==> config.mk <==
export PLATFORM = sky130hd
export DESIGN_NAME = shared_reg_arbiter
export DESIGN_NICKNAME = d
export VERILOG_FILES = /design/src/rtl/shared_reg_arbiter_pkg.sv /design/src/rtl/shared_reg_arbiter_rr_pick.sv /design/src/rtl/shared_reg_arbiter.sv
export SDC_FILE = /design/constraint.sdc
export NUM_CORES = 1
export LEC_CHECK = 0
export CAP_MARGIN = 10
export CORE_MARGIN = 8
export CORE_UTILIZATION = 35
export CTS_CLUSTER_DIAMETER = 50
export DETAILED_ROUTE_END_ITERATION = 10
export GPL_TIMING_DRIVEN = 0
export HOLD_SLACK_MARGIN = 0.15
export PLACE_DENSITY = 0.77
export RECOVER_POWER = 50
export SLEW_MARGIN = 0
export SYNTH_ARGS = -nofsm -noshare
export SYNTH_HDL_FRONTEND = slang
export SYNTH_HIERARCHICAL = 1
export SYNTH_SLANG_ARGS = --single-unit
==> constraint.sdc <==
create_clock -name clk -period 2.85 [get_ports clk]
set_clock_uncertainty 0.2 [all_clocks]
set_input_delay 0.285 -clock clk [delete_from_list [all_inputs] [get_ports clk]]
set_output_delay 0.285 -clock clk [all_outputs]
set_load 0.01 [all_outputs]
==> src/rtl/shared_reg_arbiter_pkg.sv <==
// shared_reg_arb_pkg: shared types and sizing helpers for the shared register arbiter
package shared_reg_arb_pkg;

  typedef enum logic {IDLE, GRANT} state_t;

  // Owner index width; a single requester still needs a 1-bit index.
  function automatic int owner_w(input int n);
    return (n > 1) ? $clog2(n) : 1;
  endfunction

endpackage

==> src/rtl/shared_reg_arbiter_rr_pick.sv <==
// rr_pick: first set request at or after start, wrapping at N-1 -> 0
module rr_pick #(
  parameter int N = 4,
  parameter int W = 2
) (
  input  logic [N-1:0] req,
  input  logic [W-1:0] start,
  output logic         found,
  output logic [W-1:0] idx
);

  logic [W-1:0] j;

  // Scan from the farthest position back to start so the nearest hit wins.
  always_comb begin
    found = 1'b0;
    idx   = '0;
    j     = '0;
    for (int i = N - 1; i >= 0; i--) begin
      j = W'((int'(start) + i) % N);
      if (req[j]) begin
        found = 1'b1;
        idx   = j;
      end
    end
  end

endmodule

==> src/rtl/shared_reg_arbiter.sv <==
// shared_reg_arbiter: round-robin owner of a shared q/qb register with bounded burst lock
module shared_reg_arbiter
  import shared_reg_arb_pkg::*;
#(
  parameter  int NREQ     = 4,
  parameter  int WIDTH    = 8,
  parameter  int LOCK_MAX = 4,
  localparam int OWNER_W  = owner_w(NREQ)
) (
  input  logic                    clk,
  input  logic                    rst,
  input  logic [NREQ-1:0]         req,
  input  logic [NREQ-1:0]         lock,
  input  logic [NREQ*WIDTH-1:0]   wdata,
  output logic [NREQ-1:0]         gnt,
  output logic [OWNER_W-1:0]      owner,
  output logic                    busy,
  output logic [WIDTH-1:0]        q,
  output logic [WIDTH-1:0]        qb,
  output logic                    upd
);

  localparam int CW = $clog2(LOCK_MAX + 1);

  state_t             state, state_n;
  logic [OWNER_W-1:0] ptr, ptr_n, owner_n, nxt_start, idle_idx, rel_idx;
  logic [CW-1:0]      cnt, cnt_n;
  logic               idle_found, rel_found, wr, hold;
  logic [WIDTH-1:0]   own_data;

  assign own_data  = wdata[owner*WIDTH +: WIDTH];
  assign nxt_start = (int'(owner) == NREQ - 1) ? '0 : owner + 1'b1;
  assign wr        = (state == GRANT) && req[owner];
  assign hold      = wr && lock[owner] && (cnt < CW'(LOCK_MAX));

  rr_pick #(.N(NREQ), .W(OWNER_W)) u_idle_pick (
    .req   (req),
    .start (ptr),
    .found (idle_found),
    .idx   (idle_idx)
  );

  // Searching from owner+1 over the full vector leaves the released owner last.
  rr_pick #(.N(NREQ), .W(OWNER_W)) u_rel_pick (
    .req   (req),
    .start (nxt_start),
    .found (rel_found),
    .idx   (rel_idx)
  );

  // Arbitration state, owner, burst counter and round-robin pointer.
  always_ff @(posedge clk or negedge rst) begin
    if (!rst) begin
      state <= IDLE;
      owner <= '0;
      cnt   <= '0;
      ptr   <= '0;
    end else begin
      state <= state_n;
      owner <= owner_n;
      cnt   <= cnt_n;
      ptr   <= ptr_n;
    end
  end

  // Next grant: fresh pick when idle, hold under lock, else release to the next in line.
  always_comb begin
    state_n = state;
    owner_n = owner;
    cnt_n   = cnt;
    ptr_n   = ptr;
    if (state == IDLE) begin
      state_n = idle_found ? GRANT : IDLE;
      owner_n = idle_found ? idle_idx : owner;
      cnt_n   = idle_found ? CW'(1) : cnt;
    end else if (hold) begin
      cnt_n   = cnt + 1'b1;
    end else begin
      ptr_n   = nxt_start;
      state_n = rel_found ? GRANT : IDLE;
      owner_n = rel_found ? rel_idx : owner;
      cnt_n   = rel_found ? CW'(1) : '0;
    end
  end

  // Shared storage: only the current owner with req still high writes.
  always_ff @(posedge clk or negedge rst) begin
    if (!rst) begin
      q   <= '0;
      qb  <= '1;
      upd <= 1'b0;
    end else begin
      upd <= wr;
      if (wr) begin
        q  <= own_data;
        qb <= ~own_data;
      end
    end
  end

  // Grant decode from the registered owner and state.
  always_comb begin
    busy = (state == GRANT);
    gnt  = '0;
    for (int i = 0; i < NREQ; i++) gnt[i] = busy && (int'(owner) == i);
  end

endmodule

==> impl_metrics.tcl <==
set metrics [dict create \
    layout.nets 244 \
    drive_gt1_share_pct 19.9 \
    insertion_delay_ns 0.27 \
    ios 66 \
    syn_inst 125 \
    ant_nets 0 \
    vias 1267 \
    p_comb_share_pct 60.7 \
    timing.slew.headroom_pct 27.5 \
    dr.pass1.iters 4 \
    worstMarginPinSlew_ns 1.09 \
    grt_usage_pct 13.3 \
    cts-root-buf "clkbuf_8" \
    syn-num-nets 172 \
    grt_pass1_wl_um 6760 \
    ys_seq_area_share_pct 42.5 \
    critPathLaunch "owner[0]" \
    muxShareOfSynthArea_pct 28.2 \
    critPathKind "register to output port" \
    cap_violations 0 \
    via_per_inst 5.15 \
    cts_buffer_depth 2 \
    worstSetupStartpointType "register" \
    synthXorXnorAreaFrac_pct 0 \
    drtIter0Drc 99 \
    cts_buffers 3 \
    chipHeight_um 81.4 \
    worst_r2r_startpoint "owner[0]" \
    crit_buf_inv 3 \
    drt-total-wl_um 4300 \
    wl_per_cell_um 17.5 \
    period_share_pct 91.7 \
    cp_data_required_time_ns 2.37 \
    p_sw_share_pct 36.4 \
    crit_path_cell_trace "buf_2 > inv_1 > ha_1 > and2_1 > clkdlybuf4s50_1" \
    gp_congestion 0.730 \
    clk_pin_slew_ns 0.08 \
    port_buffers 65 \
    p_sw_w 0.000825 \
    hold_viol 0 \
    cp.arrival_ns 2.13 \
    setup-tns-final_ns 0 \
    area_growth_syn_to_layout_pct 51.7 \
    syn_avg_cell_area_sq_um 12.0 \
    layout_commonest_cell "clkdlybuf4s50_1" \
    grt.overflow.total 0 \
    setup_viol 0 \
    ir_drop_mv 0.714 \
    ys_ff_latch 25 \
    hpwl_um 3460 \
    rows 23 \
    grt_pass1_vias 1273 \
    cts_sinks 25 \
    ys_warn_count 6 \
    die_area_sq_um 6620 \
    initial_utilization_pct 36.9 \
    status "complete, no violations" \
    diodes 0 \
    rsz0062_at_grt "no" \
    end_kind "output port" \
    clockPowerShare_pct 9.2 \
    whs_ns 0.293 \
    hold_class "register to register" \
    cts_tree "yes" \
    synth_area_sq_um 1500 \
    power.internal_w 0.00144 \
    synth-adder-area-share_pct 4.18 \
    p_per_area_nw_per_um2 999 \
    pwr-share-seq_pct 30.2 \
    final_cell_mix "clkdlybuf4s50_1, a21oi_1, dfrtp_1, dlygate4sd3_1" \
    antenna_found_initial 0 \
    htree_levels 1 \
    crit_path_max_fanout 10 \
    cpMaxStageDelayCell "dfrtp_1" \
    clock.fmax_mhz 383 \
    synth_top_family_by_area "multiplexers" \
    min_from "cnt[0]" \
    grt_max_degree 26 \
    slowest_delay_ns 0.50 \
    die_w_um 81.4 \
    synth_compound_area_share_pct 11.2 \
    synth_cell_types 27 \
    p_leak_nw 0.924 \
    core-area_sq_um 4060 \
    yosys.area_share.simple_pct 9.95 \
    crit_family "buffers and inverters" \
    drc 0 \
    fin_crit_ns 2.61 \
    slew_viol_final 0 \
]
[Yosys cell counts]
master,number,area [sq um]
nor3b_1,2,15.0
o21ai_0,1,5.00
mux2_4,1,15.0
buf_6,2,22.5
buf_1,1,3.75
mux2i_1,8,80.1
inv_1,4,15.0
buf_2,3,15.0
a211oi_2,2,25.0
a21oi_1,18,90.1
clkbuf_1,1,3.75
mux2_2,9,101
nand4_1,1,6.26
ha_1,5,62.6
nand2_1,5,18.8
a211oi_1,2,15.0
a31oi_1,1,6.26
nor2_1,10,37.5
and4_1,1,8.76
a41oi_1,1,8.76
dfstp_2,8,210
mux4_2,10,225
nand2b_1,4,25.0
and2_1,5,31.3
a22o_1,2,17.5
or3_1,1,6.26
dfrtp_1,17,425
[kinds of logic (layout without fill, tap and decap cells)]
kind of cell             Yosys count  count (layout)
AO/OA/AOI/OAI                     27              27
adder cells (fa/ha/maj)            5               5
buffers and inverters             11              82
flip-flops                        25              25
multiplexers                      28              28
AND/OR/NAND/NOR                   29              29
[area by class of cell]
cell class                      count  area, sq um
Sequential cell                    25          636
Multi-Input combinational cell     89          801
Buffer                              7         46.3
Fill cell                         353         1790
Tap cell                           50         62.6
Inverter                            4         15.0
Timing Repair Buffer               67          664
Clock buffer                        4         45.0
[worst reg2reg max path, stage by stage, from the launching register on]
cell and delay [ns]:
dfrtp_1 0.50, buf_2 0.37, inv_1 0.14, ha_1 0.39, nand2b_1 0.17, a21oi_1 0.18
a211oi_2 0.05, mux2i_1 0.13, mux2i_1 0.09
[power by group through the flow]
stage	clock network (W)	registers (W)	logic (W)
final	0.000208	0.000684	0.00138
after global routing	0.000230	0.000712	0.00150
after CTS	0.000215	0.000689	0.00143
after detailed placement	0	0.000693	0.00142
after global placement	0	0.000689	0.00140
after floorplan	0	0.000745	0.000783
[per-layer routing]
layer  share of wire (%)  wire, um  GRT usage, %  vias up
li1                    -         -             -      606
met1                  41      1750          16.7      632
met2                  54      2300          21.6       27
met3                 4.6       196          3.75        2
met4                 1.1        46          4.29        0
met5                   0         0             0        -
[sequential cells by signal, summed over array words and instances, names as in the netlist]
register  flops
q             8
qb            8
cnt           3
owner         2
ptr           2
busy          1
upd           1
[per-stage QoR]
stage               total power [W]  std cells  worst slack [ns]  instance area (sq um)  util (%)
floorplan                   0.00153        125             0.704                   1500         -
CTS                         0.00233        244             0.101                   2250      55.6
global route                0.00244        246            0.0618                   2270      55.9
finish                      0.00227        246             0.237                   2270      55.9
global placement            0.00209        240             0.374                   2210      54.5
detailed placement          0.00212        240             0.372                   2210      54.5
[repair_timing]
action / 4_1_cts / 5_1_grt
hold endpoints to repair: 0 / 3
buffers inserted: 0 / 0
hold buffers: 0 / 1
endpoints found under the setup margin: 0 / 4
resized for setup: 0 / 1
[final timing paths]
kind | endpoint | slack (ns) | cells past startpoint
worst max register to register | owner[0] | 0.52 | 8
worst min-delay path | cnt[0] | 0.29 | 1
worst max-delay path | gnt[0] | 0.24 | 5
worst min register to register | cnt[0] | 0.29 | 1
max in group asynchronous | cnt[0] | 0.55 | 3
min in group asynchronous | q[5] | 0.64 | 2
No activity file was read; power rests on OpenSTA's default activity.
